### config.mk
export PLATFORM = sky130hd
export DESIGN_NAME = hsv_to_rgb_pipe
export DESIGN_NICKNAME = d
export VERILOG_FILES = /design/src/rtl/hsv_pkg.sv /design/src/rtl/hsv_const_div.sv /design/src/rtl/hsv_to_rgb_pipe.sv
export SDC_FILE = /design/constraint.sdc
export NUM_CORES = 1
export LEC_CHECK = 0
export BUFFER_PORTS_ARGS = -buffer_cell sky130_fd_sc_hd__buf_2
export CAP_MARGIN = 10
export CORE_UTILIZATION = 60
export CTS_BUF_LIST = sky130_fd_sc_hd__clkbuf_2 sky130_fd_sc_hd__clkbuf_4 sky130_fd_sc_hd__clkbuf_8
export DETAILED_ROUTE_END_ITERATION = 8
export GPL_TIMING_DRIVEN = 1
export PLACE_DENSITY_LB_ADDON = 0.15
export SLEW_MARGIN = 10
export SYNTH_ARGS = -nofsm -noshare
export SYNTH_HDL_FRONTEND = slang
export SYNTH_SLANG_ARGS = --single-unit
### constraint.sdc
create_clock -name clk -period 27.9 [get_ports clk]
set_input_delay 5.58 -clock clk [delete_from_list [all_inputs] [get_ports clk]]
set_output_delay 5.58 -clock clk [all_outputs]
set_load 0.01 [all_outputs]
### src/rtl/hsv_pkg.sv
// Shared constants, sector encoding and hue helpers for the HSV-to-RGB pipeline.
package hsv_pkg;

   localparam int HUE_MOD    = 360;
   localparam int PCT_MAX    = 100;
   localparam int SECTOR_DEG = 60;
   localparam int OUT_MAX    = 255;

   localparam int IN_W    = 9;
   localparam int OUT_W   = 8;
   localparam int PCT_W   = 7;
   localparam int FRAC_W  = 6;
   localparam int LATENCY = 4;

   localparam int MAXPROD_W  = 15;
   localparam int MINPROD_W  = 22;
   localparam int STEPPROD_W = 14;

   typedef enum logic [2:0] {
      SEC_R_G = 3'd0,
      SEC_Y_G = 3'd1,
      SEC_G_B = 3'd2,
      SEC_C_B = 3'd3,
      SEC_B_M = 3'd4,
      SEC_M_R = 3'd5
   } sector_t;

   // Compare chain on a wrapped hue (0..359); avoids a divider.
   function automatic sector_t hue_sector(input logic [IN_W-1:0] h);
      if (h < IN_W'(SECTOR_DEG))          return SEC_R_G;
      else if (h < IN_W'(2 * SECTOR_DEG)) return SEC_Y_G;
      else if (h < IN_W'(3 * SECTOR_DEG)) return SEC_G_B;
      else if (h < IN_W'(4 * SECTOR_DEG)) return SEC_C_B;
      else if (h < IN_W'(5 * SECTOR_DEG)) return SEC_B_M;
      else                                return SEC_M_R;
   endfunction

   function automatic logic [IN_W-1:0] sector_base(input sector_t sec);
      logic [IN_W-1:0] base;
      base = '0;
      case (sec)
         SEC_R_G: base = IN_W'(0);
         SEC_Y_G: base = IN_W'(SECTOR_DEG);
         SEC_G_B: base = IN_W'(2 * SECTOR_DEG);
         SEC_C_B: base = IN_W'(3 * SECTOR_DEG);
         SEC_B_M: base = IN_W'(4 * SECTOR_DEG);
         SEC_M_R: base = IN_W'(5 * SECTOR_DEG);
         default: base = '0;
      endcase
      return base;
   endfunction

endpackage

### src/rtl/hsv_const_div.sv
// Registered unsigned divide by a constant with a rounding offset: quo = (num + OFFSET) / DIVISOR.
module hsv_const_div #(
   parameter int          NUM_W   = 16,
   parameter int          Q_W     = 8,
   parameter int unsigned DIVISOR = 100,
   parameter int unsigned OFFSET  = 0
) (
   input  logic             clk,
   input  logic             reset,
   input  logic [NUM_W-1:0] num,
   output logic [Q_W-1:0]   quo
);

   // NUM_W is sized by the caller so that num + OFFSET never wraps.
   logic [NUM_W-1:0] biased;

   always_comb begin
      biased = num + NUM_W'(OFFSET);
   end

   always_ff @(posedge clk or posedge reset) begin
      if (reset) begin
         quo <= '0;
      end else begin
         quo <= Q_W'(biased / NUM_W'(DIVISOR));
      end
   end

endmodule

### src/rtl/hsv_to_rgb_pipe.sv
// Four-stage integer HSV-to-RGB converter: sanitise/sector, max/min, step, sector mux.
module hsv_to_rgb_pipe
   import hsv_pkg::*;
(
   input  logic             clk,
   input  logic             reset,
   input  logic             in_valid,
   input  logic [IN_W-1:0]  Hue,
   input  logic [IN_W-1:0]  Saturation,
   input  logic [IN_W-1:0]  Value,
   output logic             out_valid,
   output logic [OUT_W-1:0] R,
   output logic [OUT_W-1:0] G,
   output logic [OUT_W-1:0] B
);

   logic [LATENCY-1:0] valid_sr;

   logic [IN_W-1:0]  hue_wrap;
   logic [PCT_W-1:0] sat_clip;
   logic [PCT_W-1:0] val_clip;
   sector_t          sector_in;

   sector_t          sec_s1;
   logic [FRAC_W-1:0] frac_s1;
   logic [PCT_W-1:0] sat_s1;
   logic [PCT_W-1:0] val_s1;

   logic [MAXPROD_W-1:0] max_num;
   logic [MINPROD_W-1:0] min_num;
   logic [OUT_W-1:0]     max_s2;
   logic [OUT_W-1:0]     min_s2;
   sector_t              sec_s2;
   logic [FRAC_W-1:0]    frac_s2;

   logic [OUT_W-1:0]      span;
   logic [STEPPROD_W-1:0] step_num;
   logic [OUT_W-1:0]      step_s3;
   logic [OUT_W-1:0]      max_s3;
   logic [OUT_W-1:0]      min_s3;
   sector_t               sec_s3;

   logic [OUT_W-1:0] rise;
   logic [OUT_W-1:0] fall;
   logic [OUT_W-1:0] r_nxt;
   logic [OUT_W-1:0] g_nxt;
   logic [OUT_W-1:0] b_nxt;

   // Out-of-range inputs are folded back rather than rejected.
   always_comb begin
      hue_wrap  = (Hue >= IN_W'(HUE_MOD)) ? Hue - IN_W'(HUE_MOD) : Hue;
      sat_clip  = (Saturation > IN_W'(PCT_MAX)) ? PCT_W'(PCT_MAX) : Saturation[PCT_W-1:0];
      val_clip  = (Value > IN_W'(PCT_MAX)) ? PCT_W'(PCT_MAX) : Value[PCT_W-1:0];
      sector_in = hue_sector(hue_wrap);
   end

   always_ff @(posedge clk or posedge reset) begin
      if (reset) begin
         valid_sr <= '0;
         sec_s1   <= SEC_R_G;
         frac_s1  <= '0;
         sat_s1   <= '0;
         val_s1   <= '0;
      end else begin
         valid_sr <= {valid_sr[LATENCY-2:0], in_valid};
         sec_s1   <= sector_in;
         frac_s1  <= FRAC_W'(hue_wrap - sector_base(sector_in));
         sat_s1   <= sat_clip;
         val_s1   <= val_clip;
      end
   end

   always_comb begin
      max_num = MAXPROD_W'(val_s1) * MAXPROD_W'(OUT_MAX);
      min_num = MINPROD_W'(val_s1) * MINPROD_W'(PCT_W'(PCT_MAX) - sat_s1) * MINPROD_W'(OUT_MAX);
   end

   hsv_const_div #(
      .NUM_W   (MAXPROD_W),
      .Q_W     (OUT_W),
      .DIVISOR (PCT_MAX),
      .OFFSET  (PCT_MAX / 2)
   ) u_max_div (
      .clk   (clk),
      .reset (reset),
      .num   (max_num),
      .quo   (max_s2)
   );

   hsv_const_div #(
      .NUM_W   (MINPROD_W),
      .Q_W     (OUT_W),
      .DIVISOR (PCT_MAX * PCT_MAX),
      .OFFSET  (PCT_MAX * PCT_MAX / 2)
   ) u_min_div (
      .clk   (clk),
      .reset (reset),
      .num   (min_num),
      .quo   (min_s2)
   );

   always_ff @(posedge clk or posedge reset) begin
      if (reset) begin
         sec_s2  <= SEC_R_G;
         frac_s2 <= '0;
      end else begin
         sec_s2  <= sec_s1;
         frac_s2 <= frac_s1;
      end
   end

   // min never exceeds max, so the span cannot underflow.
   always_comb begin
      span     = max_s2 - min_s2;
      step_num = STEPPROD_W'(span) * STEPPROD_W'(frac_s2);
   end

   hsv_const_div #(
      .NUM_W   (STEPPROD_W),
      .Q_W     (OUT_W),
      .DIVISOR (SECTOR_DEG),
      .OFFSET  (SECTOR_DEG / 2)
   ) u_step_div (
      .clk   (clk),
      .reset (reset),
      .num   (step_num),
      .quo   (step_s3)
   );

   always_ff @(posedge clk or posedge reset) begin
      if (reset) begin
         sec_s3 <= SEC_R_G;
         max_s3 <= '0;
         min_s3 <= '0;
      end else begin
         sec_s3 <= sec_s2;
         max_s3 <= max_s2;
         min_s3 <= min_s2;
      end
   end

   always_comb begin
      rise  = min_s3 + step_s3;
      fall  = max_s3 - step_s3;
      r_nxt = max_s3;
      g_nxt = rise;
      b_nxt = min_s3;
      case (sec_s3)
         SEC_R_G: begin r_nxt = max_s3; g_nxt = rise;   b_nxt = min_s3; end
         SEC_Y_G: begin r_nxt = fall;   g_nxt = max_s3; b_nxt = min_s3; end
         SEC_G_B: begin r_nxt = min_s3; g_nxt = max_s3; b_nxt = rise;   end
         SEC_C_B: begin r_nxt = min_s3; g_nxt = fall;   b_nxt = max_s3; end
         SEC_B_M: begin r_nxt = rise;   g_nxt = min_s3; b_nxt = max_s3; end
         SEC_M_R: begin r_nxt = max_s3; g_nxt = min_s3; b_nxt = fall;   end
         default: begin r_nxt = max_s3; g_nxt = rise;   b_nxt = min_s3; end
      endcase
   end

   // Outputs only move with a valid result so the PWM stage can read them continuously.
   always_ff @(posedge clk or posedge reset) begin
      if (reset) begin
         R <= '0;
         G <= '0;
         B <= '0;
      end else if (valid_sr[LATENCY-2]) begin
         R <= r_nxt;
         G <= g_nxt;
         B <= b_nxt;
      end
   end

   assign out_valid = valid_sr[LATENCY-1];

endmodule
# Word-level counts from Yosys, hierarchy flattened
# Index checks and enable logic that the tools add are counted.
totals:
  register_bits: 103
  elab_cells: 66
classes:
  eq_ne: 10
  n_reduce_logical: 4
  n_mul: 4
  n_addsub: 9
  n_lt_le_gt_ge: 8
  div_mod_pow: 3
  muxes: 12
op_table:
  columns: ["cell", "count"]
  rows:
  - ["$pmux 8 s3", 3]
  - ["$pmux 6 s5", 1]
  - ["$add 22x13->22 const B", 1]
  - ["$div 22x14->22 const B", 1]
  - ["$mul 16x9->22 const B", 1]
  - ["$gt 9x7->1 const B", 2]
  - ["$lt 9x8->1 const B", 2]
  - ["$mul 8x8->16", 1]
  - ["$sub 8x8->8", 2]
  - ["$add 15x6->15 const B", 1]
  - ["$div 15x7->15 const B", 1]
  - ["$mul 7x8->15 const B", 1]
  - ["$add 14x5->14 const B", 1]
  - ["$div 14x6->14 const B", 1]
  - ["$mul 8x6->14", 1]
  - ["$mux 7", 2]
  - ["$eq 3x2->1 const B", 4]
  - ["$eq 3x3->1 const B", 4]
  - ["$mux 3", 4]
  - ["$ge 9x9->1 const B", 1]
  - ["$lt 9x6->1 const B", 1]
  - ["$lt 9x7->1 const B", 1]
  - ["$lt 9x9->1 const B", 1]
  - ["$mux 9", 1]
  - ["other kinds (7)", 11]

# Logic depth before layout (Yosys ltp)
depth:
  ltp_word: 11
  mapped_depth: 68

# Hierarchy
# Synthesis repeated with hierarchy kept, for this count alone.
hier_totals:
  hier_cells: 2761
  area_unflattened_um2: 22574.2
modules_own_cells:
  columns: ["mod", "cells_per_inst", "area_each_um2", "instances"]
  rows:
  - ["hsv_to_rgb_pipe", 1364, 12346.8, 1]
  - ["hsv_const_div at u_min_div", 636, 4644.5, 1]
  - ["hsv_const_div at u_max_div", 533, 3852.4, 1]
  - ["hsv_const_div at u_step_div", 228, 1730.4, 1]

# Worst setup path before layout
# No wires, ideal clock.
synth_path:
  path_kind: "reg-to-reg"
  startpoint: "register sat_s1[0]"
  endpoint: "register u_min_div.quo[0]"
  required_time_ps: 27774
  stages_incl_launch_ff: 60
  slack_ps: 12474
  t_arrival_ps: 15301
  path_cell_list: "dfrtp_1 > inv_1 > ha_1 > inv_1 > a21o_1 > o21ai_0 > xor2_1 > and2_1 > fa_1 > fa_1 > fa_1 > inv_1 > fa_1 > inv_1 > ha_1 > nor3_1 > o211ai_1 > a31oi_1 > [24 not listed] > a211oi_1 > nor2_1 > a211o_1 > nand2b_4 > a211oi_1 > nor4_1 > nor2_1 > a221oi_4 > mux2i_1 > a211oi_2 > a41oi_2 > a21oi_4 > o311ai_4 > xnor2_2 > nand2_1 > o31a_1 > a221o_1 > o311a_1"
synth_via:
  elab_chain_cells: 5
synth_rtl:
  columns: ["element", "line", "text"]
  rows:
  - ["from (decl)", "hsv_to_rgb_pipe.sv:26", "logic [PCT_W-1:0] sat_s1;"]
  - ["from (signal assigned)", "hsv_to_rgb_pipe.sv:68", "sat_s1 <= sat_clip;"]
  - ["$sub 7x7->8", "hsv_to_rgb_pipe.sv:75", "min_num = MINPROD_W'(val_s1) * MINPROD_W'(PCT_W'(PCT_MAX) - sat_s1) * MINPROD_W'(OUT_MAX);"]
  - ["$mul 8x8->16", "hsv_to_rgb_pipe.sv:75", null]
  - ["$mul 16x9->22", "hsv_to_rgb_pipe.sv:75", null]
  - ["$add 22x13->22", "hsv_const_div.sv:18", "biased = num + NUM_W'(OFFSET);"]
  - ["$div 22x14->22", "hsv_const_div.sv:25", "quo <= Q_W'(biased / NUM_W'(DIVISOR));"]
  - ["to (signal assigned)", "hsv_const_div.sv:25", null]
  - ["to (decl)", "hsv_const_div.sv:11", "output logic [Q_W-1:0] quo"]
# Every way passes these cells.
# A chain may end at the register's enable or synchronous reset.

# Final worst setup path
# Ends and elaborated chain as after synthesis.

==> out/qor.csv <==
metric,value,unit
outcome,"finished, final reports clean",
post-route setup TNS,0,ns
CTS Buffer Depth,2,
full die area,31500,um2
ANT nets after route,0,
ant diodes,0,
Post-CTS Hold Fix Bufs,0,
post-synthesis sequential area ratio,0.140,
antenna violations before repair,0,
fraction of layout cells with a size suffix above 1,0.0772,
Initial Utilization,0.616,
prevailing post-synth register cell,dfrtp_1,
Final Hold Viols,0,
DRC,0,
max-slew violation count,0,
die width,177,um
worst skew pair latency,0.41,ns
clock slew at reported path FFs,0.12,ns
CP startpoint,sat_s1[0],
CP Launch Type,register,
Root Driver,clkbuf_8,
"commonest cells after routing, fill and taps aside","inv_1, ha_1, nand2_1",
worst r2r path cells,56,
GRT Overall Usage,0.291,
worst clock skew,0.0178,ns
R2R Setup Slk,9.92,ns
Avg Inst Size Synth,8.39,um2
"FF+latch count, synth",103,
die height,177,um
clock sinks,103,
Post-CTS Setup Bufs,0,
"commonest non-fill, non-tap cell in the layout",inv_1,
Inserted Clock Buffers,9,
RR Startpoint,sat_s1[0],
fin crit share,0.644,
Crit. End Element,register,
via count,16000,
Worst Setup Path Type,register to register,
Layout Nets,2597,
PortBufs,54,
GRT met3 Usage,0.0274,
Synth warnings,0,
Critical Path RT,28.21,ns
worst r2r dst,u_min_div.quo[0],
syn_nets,2574,
TritonCTS clock tree,built,
RSZ-0062 raised after global routing,false,
"Slowest-stage cell, CP",xnor2_2,
top-level I/O count,55,
filler cell count,2595,
hpwl dp,37000,um
Rows,63,
met2 Use GR,0.525,
largest net degree at the start of global routing,69,
Worst Setup EP,u_min_div.quo[0],
Placer Congestion,0.949,
global-route wire length before repair,74300,um
Final setup viols,0,
met1 Resource Use GR,0.355,
CP arrival,18.29,ns
wire length per cell,17.3,um
WP buf/inv,7,
mapped cell area,18500,um2
maxcap violations,0,
PostCTS Resize Cnt,0,
number of synthesized flops with an enable pin,0,
grt total ovfl,0,
Relative slew margins,0.197,
fin crit period,17.98,ns
CP peak stage delay,0.73,ns
post-synthesis cell count,2199,
vias per inst,6.10,
worst-path fanout max,21,
core area,30000,um2
WL final,45200,um
ys async rst share,1.00,
H-tree levels,3,
P&R area growth vs syn,4.22,%
fmax,55.6,MHz
initial DRC count,977,
WP depth,56,
post-synth cell types,115,
Most Crowded Layer GR,met2,
"CP delay by family, top",compound AO/OA/AOI/OAI gates,
hold crit path type,register to register,
vias in the first global route,15600,
total iterations of the first detailed-routing run,8,
worst slew pin tran,1.20,ns
synthesized netlist by cell type (46+ instances only):
cell type  count  area share
inv_1        315       0.064
ha_1         191        0.13
nand2_1      169       0.034
nor2_1       165       0.034
fa_1         154        0.17
a21oi_1      133       0.036
dfrtp_1      103        0.14
xnor2_1       99       0.047
o21ai_0       88       0.024
and2_1        60       0.020
nand3_1       49       0.013
nor3_1        46       0.012
metrics by stage:
step | cells | hold WS (ns) | utilization | cell area (um2) | worst slack, ns
after global placement | 2601 | 0.332 | 0.636 | 19000 | 10.74
after detailed placement | 2601 | 0.336 | 0.636 | 19000 | 10.13
after global routing | 2617 | 0.368 | 0.642 | 19200 | 8.80
after CTS | 2617 | 0.360 | 0.642 | 19200 | 10.05
final | 2617 | 0.356 | 0.642 | 19200 | 9.92
after floorplan | 2199 | 0.331 | - | 18500 | 12.47
registers in the layout, summed over array words and instances, names as in the netlist, 8 cells and up:
register / cells
B: 8
G: 8
R: 8
max_s3: 8
min_s3: 8
u_max_div.quo: 8
u_min_div.quo: 8
u_step_div.quo: 8
logic make-up after synthesis:
| family | synth area share |
|---|---|
| flip-flops | 0.140 |
| multiplexers | 0.0240 |
| adder cells (fa/ha/maj) | 0.302 |
| buffers and inverters | 0.0769 |
| XOR/XNOR | 0.0695 |
| AO/OA/AOI/OAI | 0.221 |
| AND/OR/NAND/NOR | 0.167 |
worst register-to-register path, delay by kind of cell (launching register included):
kind	cells	cell delay [ns]
xor+xnor	4	1.54
mux	2	0.74
buf+inv	7	0.70
simple gates	7	1.65
fa+ha+maj	12	5.13
flops	1	0.43
compound gates	24	7.66
layout make-up:
| type | instances | area (um2) | share of cell area |
|---|---|---|---|
| Multi-Input combinational cell | 1729 | 14500 | 0.752 |
| Clock buffer | 10 | 138 | 0.00715 |
| Timing Repair Buffer | 60 | 315 | 0.0164 |
| Tap cell | 390 | 488 | 0.0254 |
| Sequential cell | 103 | 2580 | 0.134 |
| Inverter | 319 | 1200 | 0.0626 |
| Clock inverter | 6 | 52.6 | 0.00273 |
worst min-delay path by stage:
stage | start | endpoint | cells past startpoint
after floorplan | frac_s1[0] | frac_s2[0] | 0
after CTS | sec_s1[2] | sec_s2[2] | 0
after global placement | valid_sr[1] | valid_sr[2] | 0
after global routing | sec_s1[0] | sec_s2[0] | 0
after detailed placement | sec_s1[2] | sec_s2[2] | 0
final | sec_s1[2] | sec_s2[2] | 0
metal layers:
layer | share of wire | up-vias
li1 | - | 7720
met1 | 0.42 | 7753
met2 | 0.51 | 396
met3 | 0.031 | 88
met4 | 0.039 | 0
met5 | 0 | -
Power is not shown: default switching activity piles up to over one toggle a cycle in this logic, so the estimate is an artifact.
